--- src/rtl/common_wrap_counter_pkg.sv ---
// Shared definitions for the wrap/saturate counter: mode constants,
// request encoding and the priority decoder used by the top level.
package common_wrap_counter_pkg;

    // Behaviour when the count runs off either end of its range.
    localparam int MODE_WRAP = 0;
    localparam int MODE_SAT  = 1;

    // The single action the counter takes in a given cycle.
    typedef enum logic [2:0] {
        OP_HOLD,
        OP_CLEAR,
        OP_LOAD,
        OP_BOTH,
        OP_INCR,
        OP_DECR
    } op_e;

    // Collapse the request lines into one action:
    // clear > load > (incr and decr) > incr > decr.
    function automatic op_e decode_op(
        input logic clear,
        input logic load,
        input logic incr,
        input logic decr
    );
        op_e op;
        op = OP_HOLD;
        if (clear) begin
            op = OP_CLEAR;
        end else if (load) begin
            op = OP_LOAD;
        end else if (incr && decr) begin
            op = OP_BOTH;
        end else if (incr) begin
            op = OP_INCR;
        end else if (decr) begin
            op = OP_DECR;
        end
        return op;
    endfunction

endpackage

--- src/rtl/common_incr_w.sv ---
// Parametrised combinational incrementer: q = d + 1, c = carry out of
// the top bit (set only when d is all ones).
module common_incr_w #(
    parameter int WIDTH = 5
) (
    input  logic [WIDTH-1:0] d,
    output logic [WIDTH-1:0] q,
    output logic             c
);

    // Add in WIDTH+1 bits so the carry falls out as the extra MSB.
    assign {c, q} = {1'b0, d} + {{WIDTH{1'b0}}, 1'b1};

endmodule

--- src/rtl/common_wrap_counter.sv ---
// Up/down counter over 0..LIMIT with clear and clamped load. At either end
// it wraps or saturates depending on SATURATE, and reports the event as a
// registered one-cycle carry (top end) or borrow (bottom end) pulse.
module common_wrap_counter
    import common_wrap_counter_pkg::*;
#(
    parameter int WIDTH    = 5,
    parameter int LIMIT    = 2**WIDTH - 1,
    parameter int SATURATE = 0
) (
    input  logic             clk,
    input  logic             reset,
    input  logic             clear,
    input  logic             load,
    input  logic [WIDTH-1:0] load_value,
    input  logic             incr,
    input  logic             decr,
    output logic [WIDTH-1:0] q,
    output logic             c,
    output logic             b,
    output logic             at_limit,
    output logic             at_zero
);

    localparam logic [WIDTH-1:0] LIMIT_V    = WIDTH'(LIMIT);
    // When the limit is the full binary range the raw carry/borrow bits
    // already say "at the end"; otherwise an explicit compare is needed.
    localparam bit               FULL_RANGE = (LIMIT == (2**WIDTH) - 1);
    localparam bit               SAT_MODE   = (SATURATE == MODE_SAT);

    logic [WIDTH-1:0] inc_q;
    logic             inc_c;
    logic [WIDTH-1:0] dec_q;
    logic             dec_b;
    logic             hit_top;
    logic             hit_bot;
    logic [WIDTH-1:0] load_clamped;
    op_e              op;
    logic [WIDTH-1:0] q_next;
    logic             c_next;
    logic             b_next;

    common_incr_w #(
        .WIDTH (WIDTH)
    ) u_incr (
        .d (q),
        .q (inc_q),
        .c (inc_c)
    );

    // -1 path in WIDTH+1 bits; the MSB is the raw borrow.
    assign {dec_b, dec_q} = {1'b0, q} - {{WIDTH{1'b0}}, 1'b1};

    // End-of-range detection and load clamp.
    always_comb begin
        hit_top      = FULL_RANGE ? inc_c : (q == LIMIT_V);
        hit_bot      = FULL_RANGE ? dec_b : (q == '0);
        load_clamped = (load_value > LIMIT_V) ? LIMIT_V : load_value;
        op           = decode_op(clear, load, incr, decr);
    end

    // Next count and carry/borrow pulses for the selected action.
    always_comb begin
        q_next = q;
        c_next = 1'b0;
        b_next = 1'b0;
        case (op)
            OP_CLEAR: q_next = '0;
            OP_LOAD:  q_next = load_clamped;
            OP_BOTH:  q_next = q;
            OP_INCR: begin
                if (hit_top) begin
                    c_next = 1'b1;
                    q_next = SAT_MODE ? LIMIT_V : '0;
                end else begin
                    q_next = inc_q;
                end
            end
            OP_DECR: begin
                if (hit_bot) begin
                    b_next = 1'b1;
                    q_next = SAT_MODE ? '0 : LIMIT_V;
                end else begin
                    q_next = dec_q;
                end
            end
            default:  q_next = q;
        endcase
    end

    // State register; reset overrides every request in the same cycle.
    always_ff @(posedge clk) begin
        if (reset) begin
            q <= '0;
            c <= 1'b0;
            b <= 1'b0;
        end else begin
            q <= q_next;
            c <= c_next;
            b <= b_next;
        end
    end

    // Combinational status flags straight off the registered count.
    always_comb begin
        at_limit = (q == LIMIT_V);
        at_zero  = (q == '0);
    end

endmodule

--- config.mk ---
export PLATFORM = sky130hd
export DESIGN_NAME = common_wrap_counter
export DESIGN_NICKNAME = d
export VERILOG_FILES = /design/src/rtl/common_wrap_counter_pkg.sv /design/src/rtl/common_incr_w.sv /design/src/rtl/common_wrap_counter.sv
export SDC_FILE = /design/constraint.sdc
export NUM_CORES = 1
export LEC_CHECK = 0
export ABC_AREA = 1
export CORE_MARGIN = 10
export CORE_UTILIZATION = 44
export DETAILED_ROUTE_END_ITERATION = 12
export PLACE_DENSITY = 0.77
export SYNTH_ARGS = -nofsm -noshare
export SYNTH_HDL_FRONTEND = slang
export SYNTH_SLANG_ARGS = --single-unit
--- constraint.sdc ---
create_clock -name clk -period 1.8 [get_ports clk]
set_input_delay 0.36 -clock clk [delete_from_list [all_inputs] [get_ports clk]]
set_output_delay 0.36 -clock clk [all_outputs]
set_load 0.01 [all_outputs]
# == Yosys cells after proc, flatten, opt, wreduce, memory -nomap -nowiden ==
# Cells that the tools add are included.
# classes
div_mod_pow,0
n_lt_le_gt_ge,1
n_mul,0
shift,0
n_eq_ne,5
add_sub_neg,2
bitwise,2
muxes,11
n_reduce_logical,5
# ops
cell,n
5-bit case mux with 4 select lines,1
3-bit two-way mux,5
5-bit two-way mux,3
"5-bit by 1-bit adder with 6-bit output, second input constant",1
"3-bit == test, second input constant",2
"5-bit by 1-bit subtractor with 6-bit output, second input constant",1
"5-bit == test, second input constant",1
"5-bit greater-than comparator, second input constant",1
5-bit zero test,1
4-bit nonzero test,1
2-bit OR reduction,2
"3-bit by 1-bit == test with 1-bit output, second input constant",1
"3-bit by 2-bit == test with 1-bit output, second input constant",1
1-bit two-way mux,2
1-bit NOT,2
1-bit logical AND,1
# totals
memories,0
latchBits,0
out_inout_bits,9
mem_bits_rw,0
romBits,0
regBits,7
wordCells,29
inputBits,11

# == Longest topological paths before layout ==
# depth
depth_word,8
depth_mapped,10
ltp_nobuf,10

# == Hierarchy ==
# Synthesis repeated with hierarchy kept, for this count alone.
# hier_totals
hier_cells,103
hier_area_um2,631.9
# modules_own_cells
module,seq_area_each_um2,n_inst,cells_per_inst,area_each_um2
common_wrap_counter,140.1,1,88,549.3
common_incr_w,0.0,1,15,82.6

# == Least setup slack after synthesis ==
# OpenSTA, ideal clock, no wires.
# synth_path
path_type,reg-to-reg
start,register q[1]
end,register q[4]
required_time_ns,1.691
n_path_buf,0
setup_ns,0.109
period_less_slack_ns,1.373
path_stages_with_launch,9
t_arrival_ns,1.264
setup_slack_ns,0.427
path_cell_list,dfxtp_1 -> ha_1 -> nand2_1 -> nor2_1 -> ha_1 -> nand3_1 -> nand4_1 -> nand2_1 -> inv_1
# synth_via
elab_chain_cells,3
word_cells_on_any_way,5
cone_classes,2 x add/sub; 3 x mux
# synth_rtl
item,line,source
from (decl),common_wrap_counter.sv:18,"output logic [WIDTH-1:0] q,"
from (signal assigned),common_wrap_counter.sv:98,q <= q_next;
5-bit by 1-bit subtractor with 6-bit output or 5-bit by 1-bit adder with 6-bit output (tied branches),"common_wrap_counter.sv:52, common_incr_w.sv:12",
5-bit two-way mux (on tied branches),"common_wrap_counter.sv:80, common_wrap_counter.sv:72",
5-bit case mux with 4 select lines *,common_wrap_counter.sv:67,case (op)
# Every way passes the cells marked *; elsewhere a longest branch is shown, timed or not.
# A chain may end at the register's enable or synchronous reset.

# == Worst setup path in the final report ==
# layout_path
start,register q[2]
end,output port q[2]
# No word-level cell between the ends.

==> summary.md <==
| Metric | Value |
|---|---|
| Status | complete, no violations |
| Final setup viols | 0 |
| Number of hold violations in the final report | 0 |
| Actual transition at the worst max-transition pin | 0.263 ns |
| Worst setup slack for register-to-register paths | 0.46 ns |
| Critical Path AT | 1.34 ns |
| Area of the core | 1320 um^2 |
| Vertical die dimension | 57.4 um |
| Crit Reg-Reg Endpoint | q[2]$_SDFFE_PP0P_ |
| Simple logic cell fraction of the synthesized area | 49.2% |
| Chip width | 57.4 um |
| Mean cell area of the mapped netlist | 6.28 um^2 |
| Clk sinks | 7 |
| CP Max Fanout | 5 |
| Count of hold buffers inserted by post-cts repair | 0 |
| Post-synthesis cell area | 616 um^2 |
| Max-capacitance violation count | 0 |
| Critical path required time | 1.44 ns |
| Ratio of total power to cell area | 508 nW/um^2 |
| XOR/XNOR share of the synthesized area | 2.85% |
| Buffers on Ports | 19 |
| Fraction of final layout cells sized beyond drive strength 1 | 23.5% |
| Number of I/O pins | 20 |
| Synth Area in Compound Gates | 2.85% |
| Total clock buffers created by CTS | 3 |
| Fmax | 587 MHz |
| Number of DRC violations after detailed-routing iteration 0 | 37 |
| Cell types with the largest area share after synthesis | dfxtp_1 23%, nand2_1 16%, ha_1 10% |
| Worst setup startpoint | q[2]$_SDFFE_PP0P_ |
| Post-synthesis sequential element count | 7 |
| Number of enable-type register cells in the synthesized netlist | 0 |
| Number of library cell types mapped by synthesis | 18 |
| CP endpoint | q[2] |
| Primary FF master, synth | dfxtp_1 |
| Leakage power of the design | 0.461 nW |
| Synth area leader | dfxtp_1 |
| Minimum period implied by the final worst setup slack | 1.70 ns |
| Floorplan die area | 3300 um^2 |
| # H-tree levels | 1 |
| Vias in the first global route | 644 |
| FF-to-FF Start | q[0]$_SDFFE_PP0P_ |
| Combinational family with the most area after synthesis | simple AND/OR/NAND/NOR gates |
| CTS tree | built |
| Placed Area | 896 um^2 |
| Filler-free cell count of the finished design | 147 |
| Post-CTS clock slew at the launch and capture registers of the worst setup and hold paths | 0.05 ns |
| Clock tree skew after final layout | 0.00677 ns |
| Via density per instance | 4.98 |
| Clk Latency, worst-skew pair | 0.26 ns |
| RSZ-0062 raised after global routing | no |
| Sum of overflow across all layers after global routing | 0 |
| Post-layout utilization of the core | 70.8% |
| DRC Markers | 0 |
| Crit end category | output pin |
| Placer's final routability congestion estimate | 0.916 |
| # placed instances | 142 |
| Post-route cell area | 933 um^2 |
| Mapped Nets | 114 |
| Number of nets still failing antenna checks after routing | 0 |
| Initial Utilization | 46.7% |
| Max Slew Vio Count | 0 |
| Most instantiated library cell after synthesis | nand2_1 |
| Fraction of registers with async set/reset | 0% |
| Placement Rows | 13 |
| Wire length of the first global-routing pass | 2790 um |
| Crit Path Category | flip-flop to output pin |
| Total number of vias | 732 |
| Register Area | 143 um^2 |
| Count of antenna diodes in the layout | 0 |
| Yosys synthesis warning count | 0 |
| Routed len/inst | 11.9 um |
| Layout area overhead | 51.6% |
| Initial antenna violation count | 0 |
| Dpl hpwl | 1400 um |
| Number of buffers on the longest clock path | 2 |
| Nets | 149 |
| Post-synthesis mux area share | 0% |
| Worst-case reg-to-reg path depth | 9 |
| Tcrit/Tclk final | 94.6% |
| Share of synthesized area occupied by flip-flops and latches | 22.8% |
| Worst relative slew slack | 82.4% |
| Cell at the root of the clock tree | clkbuf_4 |
| Adder and majority cell fraction of the synthesized area | 10.2% |
| Share of the synthesized area in the top cell type | 22.8% |
| TNS Setup | 0 ns |
| Worst min path class | flip-flop to flip-flop |
| Sort of element at the start of the critical path | flip-flop |
| WL final | 1750 um |
| Top cells by count, synth | 26 x nand2_1, 15 x inv_1, 11 x nor2_1 |
| Peak ir drop on the vdd network | 0.616 mV |
| Filler instances | 114 |
| Maximum number of pins on one net before global-route repair | 8 |
| Overall Global Routing Usage | 10.6% |
| Pre-Repair DR Iteration Count | 5 |
| Number of cells produced by synthesis | 98 |
| Multi-input gate area in the final layout | 408 um^2 |
==> worst min path at each step <==
stage,endpoint,from,slack (ns),depth (start not counted)
6_report,b$_SDFF_PP0_,q[0]$_SDFFE_PP0P_,0.65,3
5_1_grt,b$_SDFF_PP0_,q[0]$_SDFFE_PP0P_,0.69,3
4_1_cts,b$_SDFF_PP0_,q[0]$_SDFFE_PP0P_,0.64,3
3_5_place_dp,b$_SDFF_PP0_,q[0]$_SDFFE_PP0P_,0.68,3
3_3_place_gp,b$_SDFF_PP0_,q[0]$_SDFFE_PP0P_,0.70,3
2_1_floorplan,q[3]$_SDFFE_PP0P_,reset,0.43,1
==> layout make-up <==
type                    instances  area share (%)
well taps                      15            2.01
multi-input cells              73            43.7
clock buffers                   4            2.82
flip-flops and latches          7            15.3
repair buffers                 31            29.4
inverters                      17            6.84
==> critical path, stage by stage (launching register included) <==
cell and delay [ns]:
dfxtp_2 0.38, buf_4 0.16, clkdlybuf4s50_1 0.54
==> per-stage QoR <==
| stage | total power, mW | worst slack [ns] | hold WS, ns |
|---|---|---|---|
| 2_1_floorplan | 0.251 | 0.427 | 0.432 |
| 3_3_place_gp | 0.327 | -0.134 | 0.699 |
| 3_5_place_dp | 0.330 | -0.183 | 0.683 |
| 4_1_cts | 0.476 | 0.00615 | 0.640 |
| 5_1_grt | 0.510 | 0.0172 | 0.691 |
| 6_report | 0.474 | 0.0978 | 0.648 |
==> timing repair <==
| action | 4_1_cts | 5_1_grt |
|---|---|---|
| pin swaps | 0 | 1 |
| buffers inserted | 0 | 1 |
| setup endpoints to repair | 2 | 5 |
| gates resized for setup | 4 | 4 |
==> registers in the layout, summed over array words and instances, names as in the netlist <==
signal and flops:
q 5, b 1, c 1
==> layout by cell type (no fill, tap or decap), types with 4 or more instances in the layout <==
| master | instances |
|---|---|
| nor2_1 | 11 |
| buf_4 | 12 |
| clkdlybuf4s50_1 | 17 |
| nand2_1 | 26 |
| nand4_1 | 4 |
| dfxtp_1 | 5 |
| ha_1 | 4 |
| nor2_2 | 4 |
| inv_1 | 15 |
| nand3_1 | 10 |
==> cell families after synthesis <==
logic type	Yosys count
adder cells (fa/ha/maj)	5
XOR/XNOR	2
AND/OR/NAND/NOR	63
flip-flops	7
buffers and inverters	18
AO/OA/AOI/OAI	3
==> routing by layer <==
metal | up-vias | GRT usage, % | routed length, um
met5 | - | 0 | 0
met4 | 0 | 7.05 | 68
met3 | 9 | 3.54 | 166
met2 | 30 | 16.4 | 797
met1 | 314 | 12.0 | 714
li1 | 379 | - | -
==> power by group <==
part	switching (mW)	internal [mW]	leakage [nW]
registers	0.00830	0.162	0.0578
logic	0.0791	0.0792	0.388
clock network	0.0605	0.0848	0.0150
(Power assumes the default switching activity.)
